--- config.mk ---
export PLATFORM = sky130hd
export DESIGN_NAME = conv3x3_sequencer_flat
export DESIGN_NICKNAME = d
export VERILOG_FILES = /design/src/rtl/conv3x3_sequencer_pkg.sv /design/src/rtl/conv3x3_sequencer_if.sv /design/src/rtl/conv_mac.sv /design/src/rtl/conv3x3_sequencer.sv /design/src/flat_wrapper.sv
export SDC_FILE = /design/constraint.sdc
export NUM_CORES = 1
export LEC_CHECK = 0
export CAP_MARGIN = 40
export CELL_PAD_IN_SITES_DETAIL_PLACEMENT = 2
export CELL_PAD_IN_SITES_GLOBAL_PLACEMENT = 2
export CORE_MARGIN = 4
export CORE_UTILIZATION = 37
export DETAILED_ROUTE_END_ITERATION = 10
export PLACE_DENSITY_LB_ADDON = 0.1
export SETUP_SLACK_MARGIN = 0.5
export SYNTH_ARGS = -nofsm -noshare
export SYNTH_HDL_FRONTEND = slang
export SYNTH_SLANG_ARGS = --single-unit
--- constraint.sdc ---
create_clock -name clk -period 6.8 [get_ports clk]
set_input_delay 1.02 -clock clk [delete_from_list [all_inputs] [get_ports clk]]
set_output_delay 1.02 -clock clk [all_outputs]
set_load 0.05 [all_outputs]
--- src/rtl/conv3x3_sequencer_pkg.sv ---
// Shared constants, state encoding and tap-offset helpers for the 3x3 convolution sequencer.
package conv3x3_sequencer_pkg;

  localparam int unsigned FIL_TAPS = 9;
  localparam int unsigned TAP_AW   = 4;
  localparam logic [TAP_AW-1:0] LAST_TAP = TAP_AW'(FIL_TAPS - 1);

  typedef enum logic [2:0] {
    ST_IDLE  = 3'd0,
    ST_FETCH = 3'd1,
    ST_DRAIN = 3'd2,
    ST_OUT   = 3'd3,
    ST_DONE  = 3'd4
  } state_e;

  // Window row offset of a row-major tap index (0 = top-left).
  function automatic logic [1:0] tap_row_off(input logic [TAP_AW-1:0] k);
    return 2'(k / 4'd3);
  endfunction

  // Window column offset of a row-major tap index.
  function automatic logic [1:0] tap_col_off(input logic [TAP_AW-1:0] k);
    return 2'(k % 4'd3);
  endfunction

endpackage

--- src/rtl/conv3x3_sequencer_if.sv ---
// Tap load port, control, image RAM read port and result stream of the sequencer.
interface conv3x3_sequencer_if #(
  parameter int unsigned DATA_W = 8,
  parameter int unsigned ACC_W  = 20,
  parameter int unsigned ADDR_W = 6
) ();

  logic                     fil_we;
  logic [3:0]               fil_addr;
  logic signed [DATA_W-1:0] fil_data;
  logic                     start;
  logic                     busy;
  logic                     done;
  logic                     img_rd_en;
  logic [ADDR_W-1:0]        img_addr;
  logic signed [DATA_W-1:0] img_rdata;
  logic                     out_valid;
  logic                     out_ready;
  logic signed [ACC_W-1:0]  out_data;
  logic [ADDR_W-1:0]        out_row;
  logic [ADDR_W-1:0]        out_col;

  // Sequencer side.
  modport slave (
    input  fil_we, fil_addr, fil_data, start, img_rdata, out_ready,
    output busy, done, img_rd_en, img_addr, out_valid, out_data, out_row, out_col
  );

  // Environment side: tap loader, image RAM and downstream consumer.
  modport master (
    output fil_we, fil_addr, fil_data, start, img_rdata, out_ready,
    input  busy, done, img_rd_en, img_addr, out_valid, out_data, out_row, out_col
  );

endinterface

--- src/rtl/conv_mac.sv ---
// Registered signed multiply-accumulate; clr restarts the sum with the current product.
module conv_mac #(
  parameter int unsigned DATA_W = 8,
  parameter int unsigned ACC_W  = 20
) (
  input  logic                     clk,
  input  logic                     rst,
  input  logic                     en,
  input  logic                     clr,
  input  logic signed [DATA_W-1:0] a,
  input  logic signed [DATA_W-1:0] b,
  output logic signed [ACC_W-1:0]  acc
);

  logic signed [2*DATA_W-1:0] prod_c;
  logic signed [ACC_W-1:0]    acc_d;
  logic signed [ACC_W-1:0]    acc_q;

  // Full-precision product, sign-extended and added with wrap-around.
  always_comb begin
    prod_c = a * b;
    acc_d  = (clr ? ACC_W'(0) : acc_q) + ACC_W'(prod_c);
  end

  // Accumulator register.
  always_ff @(posedge clk or negedge rst) begin
    if (!rst) begin
      acc_q <= '0;
    end else if (en) begin
      acc_q <= acc_d;
    end
  end

  assign acc = acc_q;

endmodule

--- src/rtl/conv3x3_sequencer.sv ---
// Walks every valid 3x3 window of the image, issues 9 reads per window and streams the MAC result.
module conv3x3_sequencer
  import conv3x3_sequencer_pkg::*;
#(
  parameter int unsigned IMG_W  = 8,
  parameter int unsigned IMG_H  = 8,
  parameter int unsigned DATA_W = 8,
  parameter int unsigned ACC_W  = 20,
  parameter int unsigned ADDR_W = 6
) (
  input logic               clk,
  input logic               rst,
  conv3x3_sequencer_if.slave bus
);

  localparam logic [ADDR_W-1:0] LAST_ROW = ADDR_W'(IMG_H - 3);
  localparam logic [ADDR_W-1:0] LAST_COL = ADDR_W'(IMG_W - 3);

  state_e                   state_q, state_d;
  logic [ADDR_W-1:0]        r_q, r_d;
  logic [ADDR_W-1:0]        c_q, c_d;
  logic [TAP_AW-1:0]        k_q, k_d;
  // Tap index and valid flag of the read whose data is on img_rdata this cycle.
  logic [TAP_AW-1:0]        rk_q;
  logic                     rv_q;
  logic                     rd_en_q;
  logic [ADDR_W-1:0]        addr_q;
  logic                     valid_q;
  logic                     busy_q;
  logic                     done_q;
  logic signed [DATA_W-1:0] taps_q [FIL_TAPS];

  logic                     hs_c;
  logic                     tap_we_c;
  logic [ADDR_W-1:0]        addr_c;
  logic signed [DATA_W-1:0] tap_sel_c;
  logic signed [ACC_W-1:0]  acc_w;

  // Image address of tap k of the window whose top-left pixel is (r, c).
  function automatic logic [ADDR_W-1:0] pix_addr(input logic [ADDR_W-1:0] r,
                                                 input logic [ADDR_W-1:0] c,
                                                 input logic [TAP_AW-1:0] k);
    int unsigned row;
    int unsigned col;
    row = 32'(r) + 32'(tap_row_off(k));
    col = 32'(c) + 32'(tap_col_off(k));
    return ADDR_W'(row * IMG_W + col);
  endfunction

  // Next state, window position and fetch counter.
  always_comb begin
    state_d  = state_q;
    r_d      = r_q;
    c_d      = c_q;
    k_d      = k_q;
    hs_c     = (state_q == ST_OUT) && bus.out_ready;
    tap_we_c = bus.fil_we && (state_q == ST_IDLE) && (bus.fil_addr <= LAST_TAP);
    unique case (state_q)
      ST_IDLE: begin
        if (bus.start) begin
          state_d = ST_FETCH;
          r_d     = '0;
          c_d     = '0;
          k_d     = '0;
        end
      end
      ST_FETCH: begin
        if (k_q == LAST_TAP) begin
          state_d = ST_DRAIN;
        end else begin
          k_d = k_q + 4'd1;
        end
      end
      ST_DRAIN: begin
        state_d = ST_OUT;
      end
      ST_OUT: begin
        if (hs_c) begin
          k_d     = '0;
          state_d = ((r_q == LAST_ROW) && (c_q == LAST_COL)) ? ST_DONE : ST_FETCH;
          if (c_q < LAST_COL) begin
            c_d = c_q + ADDR_W'(1);
          end else begin
            c_d = '0;
            r_d = r_q + ADDR_W'(1);
          end
        end
      end
      ST_DONE: begin
        state_d = ST_IDLE;
      end
      default: begin
        state_d = ST_IDLE;
      end
    endcase
    addr_c = pix_addr(r_d, c_d, k_d);
  end

  // Tap read mux for the returning pixel.
  always_comb begin
    tap_sel_c = '0;
    for (int i = 0; i < int'(FIL_TAPS); i++) begin
      if (rk_q == TAP_AW'(i)) tap_sel_c = taps_q[i];
    end
  end

  // State, counters, tap file and registered outputs.
  always_ff @(posedge clk or negedge rst) begin
    if (!rst) begin
      state_q <= ST_IDLE;
      r_q     <= '0;
      c_q     <= '0;
      k_q     <= '0;
      rk_q    <= '0;
      rv_q    <= 1'b0;
      rd_en_q <= 1'b0;
      addr_q  <= '0;
      valid_q <= 1'b0;
      busy_q  <= 1'b0;
      done_q  <= 1'b0;
      for (int i = 0; i < int'(FIL_TAPS); i++) taps_q[i] <= '0;
    end else begin
      state_q <= state_d;
      r_q     <= r_d;
      c_q     <= c_d;
      k_q     <= k_d;
      rk_q    <= k_q;
      rv_q    <= rd_en_q;
      rd_en_q <= (state_d == ST_FETCH);
      addr_q  <= (state_d == ST_FETCH) ? addr_c : '0;
      valid_q <= (state_d == ST_OUT);
      busy_q  <= (state_d != ST_IDLE);
      done_q  <= (state_d == ST_DONE);
      for (int i = 0; i < int'(FIL_TAPS); i++) begin
        if (tap_we_c && (bus.fil_addr == TAP_AW'(i))) taps_q[i] <= bus.fil_data;
      end
    end
  end

  // Accumulate one product per returning pixel; tap 0 restarts the sum.
  conv_mac #(
    .DATA_W (DATA_W),
    .ACC_W  (ACC_W)
  ) u_mac (
    .clk (clk),
    .rst (rst),
    .en  (rv_q),
    .clr (rk_q == '0),
    .a   (bus.img_rdata),
    .b   (tap_sel_c),
    .acc (acc_w)
  );

  assign bus.busy      = busy_q;
  assign bus.done      = done_q;
  assign bus.img_rd_en = rd_en_q;
  assign bus.img_addr  = addr_q;
  assign bus.out_valid = valid_q;
  assign bus.out_data  = acc_w;
  assign bus.out_row   = r_q;
  assign bus.out_col   = c_q;

endmodule

--- src/flat_wrapper.sv ---
// flat-port wrapper written by rule: the top's interface ports become plain ports
module conv3x3_sequencer_flat import conv3x3_sequencer_pkg::*;
#(
  parameter int unsigned IMG_W  = 8,
  parameter int unsigned IMG_H  = 8,
  parameter int unsigned DATA_W = 8,
  parameter int unsigned ACC_W  = 20,
  parameter int unsigned ADDR_W = 6
)
  (clk, rst, bus_fil_we, bus_fil_addr, bus_fil_data, bus_start, bus_img_rdata, bus_out_ready, bus_busy, bus_done, bus_img_rd_en, bus_img_addr, bus_out_valid, bus_out_data, bus_out_row, bus_out_col);
  conv3x3_sequencer_if #(.DATA_W(DATA_W), .ACC_W(ACC_W), .ADDR_W(ADDR_W)) bus_i ();
  input logic clk;
  input logic rst;
  input wire logic [$bits(bus_i.fil_we)-1:0] bus_fil_we;
  input wire logic [$bits(bus_i.fil_addr)-1:0] bus_fil_addr;
  input wire logic [$bits(bus_i.fil_data)-1:0] bus_fil_data;
  input wire logic [$bits(bus_i.start)-1:0] bus_start;
  input wire logic [$bits(bus_i.img_rdata)-1:0] bus_img_rdata;
  input wire logic [$bits(bus_i.out_ready)-1:0] bus_out_ready;
  output wire logic [$bits(bus_i.busy)-1:0] bus_busy;
  output wire logic [$bits(bus_i.done)-1:0] bus_done;
  output wire logic [$bits(bus_i.img_rd_en)-1:0] bus_img_rd_en;
  output wire logic [$bits(bus_i.img_addr)-1:0] bus_img_addr;
  output wire logic [$bits(bus_i.out_valid)-1:0] bus_out_valid;
  output wire logic [$bits(bus_i.out_data)-1:0] bus_out_data;
  output wire logic [$bits(bus_i.out_row)-1:0] bus_out_row;
  output wire logic [$bits(bus_i.out_col)-1:0] bus_out_col;
  assign bus_i.fil_we = bus_fil_we;
  assign bus_i.fil_addr = bus_fil_addr;
  assign bus_i.fil_data = bus_fil_data;
  assign bus_i.start = bus_start;
  assign bus_i.img_rdata = bus_img_rdata;
  assign bus_i.out_ready = bus_out_ready;
  assign bus_busy = bus_i.busy;
  assign bus_done = bus_i.done;
  assign bus_img_rd_en = bus_i.img_rd_en;
  assign bus_img_addr = bus_i.img_addr;
  assign bus_out_valid = bus_i.out_valid;
  assign bus_out_data = bus_i.out_data;
  assign bus_out_row = bus_i.out_row;
  assign bus_out_col = bus_i.out_col;
  conv3x3_sequencer #(.IMG_W(IMG_W), .IMG_H(IMG_H), .DATA_W(DATA_W), .ACC_W(ACC_W), .ADDR_W(ADDR_W)) u_core (.clk(clk), .rst(rst), .bus(bus_i));
endmodule
==> results <==
[cell families (layout without fill, tap and decap cells)]
logic type                 Yosys count  count (layout)  share of synthesized area
and+or+nand+nor                    221             222                     0.1236
AOI/OAI and AO/OA                  109             109                    0.07997
buffers and inverters              115             253                    0.04588
xor gates and xnor gates            32              32                    0.02937
muxes                              102             102                     0.1213
adders and majority gates          151             151                     0.2695
DFF                                126             126                     0.3304
[path summary, 6_finish.rpt]
| check | to | slack, ns | cells past startpoint |
|---|---|---|---|
| setup / recovery | u_core.u_mac.acc[18] | 0.38 | 23 |
| hold / removal | u_core.rv_q | 0.38 | 0 |
| setup reg to reg | u_core.u_mac.acc[18] | 0.38 | 23 |
| hold reg to reg | u_core.rv_q | 0.38 | 0 |
| max in group asynchronous | u_core.u_mac.acc[17] | 5.16 | 3 |
| min in group asynchronous | u_core.taps_q[70] | 0.57 | 1 |
[final cells by class]
type / instances / area [um^2] / share of cell area
clock buffer: 20 / 436.7 / 0.03546
sequential: 126 / 3157 / 0.2564
timing repair buffer: 130 / 1252 / 0.1017
inverter: 91 / 346.6 / 0.02814
tap: 330 / 412.9 / 0.03353
clock inverter: 12 / 216.5 / 0.01758
multi-input combinational: 616 / 6492 / 0.5272
[placed cells by master, fill, tap and decap left out, types with 7 or more instances in the layout]
cell / n
a21o_1: 8
buf_4: 54
nor3_1: 9
nand2_1: 50
nor3_2: 11
mux2_2: 87
dfrtp_1: 123
and2_4: 12
and2_1: 44
a21oi_2: 7
o21ai_0: 13
a221oi_2: 7
fa_2: 12
nor2_1: 32
inv_1: 83
clkbuf_16: 18
xnor2_1: 27
clkdlybuf4s50_1: 65
ha_4: 13
and3_1: 10
a21oi_1: 20
ha_1: 45
fa_1: 79
mux2i_1: 7
[cell usage after synthesis (8+ instances only)]
cell type | count | area share
nor3_1 | 19 | 0.010
mux2i_1 | 11 | 0.012
mux2_2 | 88 | 0.10
clkbuf_1 | 19 | 0.0075
and2_1 | 56 | 0.037
dfrtp_1 | 126 | 0.33
inv_1 | 91 | 0.036
nand2_1 | 51 | 0.020
a21o_1 | 8 | 0.0063
ha_1 | 60 | 0.079
and3_1 | 11 | 0.0072
nor2b_1 | 9 | 0.0059
nor2_1 | 36 | 0.014
a21oi_1 | 27 | 0.014
o21ai_0 | 20 | 0.010
xnor2_1 | 28 | 0.026
fa_1 | 91 | 0.19
[repair_timing]
item / CTS / global route
setup endpoints to repair: 9 / 8
pin swaps: 31 / 52
gates resized for setup: 74 / 63
hold endpoints to repair: 0 / 0
setup buffers: 16 / 12
gates cloned: 1 / 1
[metal layers]
layer  vias up  GRT usage  part of all wire
met5         -          0                 0
met4         0    0.05293             0.021
met3        36    0.02592             0.020
met2        79     0.3767              0.53
met1      3643     0.2622              0.42
li1       3146          -                 -
[per-stage QoR]
stage	worst slack, ns	setup TNS [ns]	util	hold slack, ns	cell area (um^2)
6_report	0.3774	0	0.4876	0.3763	12310
5_1_grt	0.2107	0	0.4876	0.4040	12310
4_1_cts	0.5003	0	0.4718	0.3813	11920
3_5_place_dp	-0.02819	-0.02819	0.4288	0.3675	10830
3_3_place_gp	0.2101	0	0.4266	0.3663	10770
2_1_floorplan	0.5137	0	-	0.4175	9550
[state kept, by name (all words and copies together) (netlist names), 3 cells and up]
name                 flops
u_core.taps_q           72
u_core.u_mac.acc        20
u_core.bus.img_addr      6
u_core.bus.out_col       6
u_core.bus.out_row       6
u_core.k_q               4
u_core.rk_q              4
u_core.state_q           3
==> reports/metrics.yaml <==
status: "completed"
final_cells: 1325
place_hpwl_um: 21750
cp-end-kind: "flop"
hold_start: "u_core.bus.img_rd_en"
grt_pass1_wl_um: 46400
insertion_delay_ns: 0.42
synthArstFlopShare: 1.000
h-tree-depth: 4
wl_per_cell_um: 22.30
criticalPathCategory: "reg -> reg"
netlist_instances: 856
path_buf_inv: 4
cts_tree: "done"
clk_path_buf_depth: 2
crit_path_frequent_cell: "fa_1"
slowest_delay_ns: 0.54
critPathTopFamily: "adder cells"
ys_seq_area_frac: 0.3304
overflow: 0
diodes: 0
slew_violations: 0
vias: 6904
clock_sinks: 126
crit_path_start_kind: "flop"
cp_cell_sequence: "mux4_2 -> nor2b_1 -> o21ai_1 -> a21oi_2 -> a221o_1 -> and2_4 -> fa_1 -> inv_2 -> fa_1 -> inv_1 -> fa_1 -> fa_1 -> inv_2 -> fa_1 -> inv_2 -> ha_4 -> a211oi_4 -> o21ai_2 -> o2111a_1 -> o41a_1 -> a21oi_2 -> xnor2_1 -> mux2_4"
cp-startpoint: "u_core.rk_q[1]"
synth_edf_count: 0
required_ns: 7.11
arrival_ns: 6.73
cts_root_buf: "clkbuf_16"
dp_cells: 1263
finalClockSkew_ns: 0.006997
drtAntennaViolNets: 0
min_path_type: "reg -> reg"
worst_pin_slew_ns: 0.8732
rsz0062_at_grt: "true"
syn_area_um2: 9544
grt_max_degree: 61
wl_um: 29540
setup_viol: 0
r2r_start: "u_core.rk_q[1]"
period_share: 0.9445
fin_crit_ns: 6.423
synth_cell_types: 64
hold_buffers: 0
finalHoldViolCount: 0
die_area_um2: 28430
yosysWarnings: 0
chipWidth_um: 168.6
grt_pass1_vias: 8116
place.gp.congestion: 0.8713
pin_count: 67
layout-drive-gt1-share: 0.3005
synth-main-ff-cell: "dfrtp_1"
antenna_found_initial: 0
slew-limit-headroom: 0.4167
cp_max_fo: 5
core-area_um2: 25250
die_h_um: 168.6
cts_buffers: 17
nets: 1158
drtIter0Drc: 255
viasPerCell: 5.211
num_rows: 58
track_usage: 0.2073
portBuffers: 66
fillers: 2474
synth-seq-cells: 126
drcViolationCount: 0
initial_core_util: 0.3779
clk_pin_slew_worst_paths_ns: 0.06
syn-num-nets: 1032
clock.fmax_mhz: 155.7
firstDrtPassIters: 4
syn2layout_area_growth_pct: 29.02
crit_slowest_cell: "mux4_2"
maxCapViolations: 0
syn_avg_cell_area_um2: 11.15
Power of run 1 is left out: the tool's default activity adds up to more than one toggle a clock period on the data nets, which glitch-free logic cannot reach.
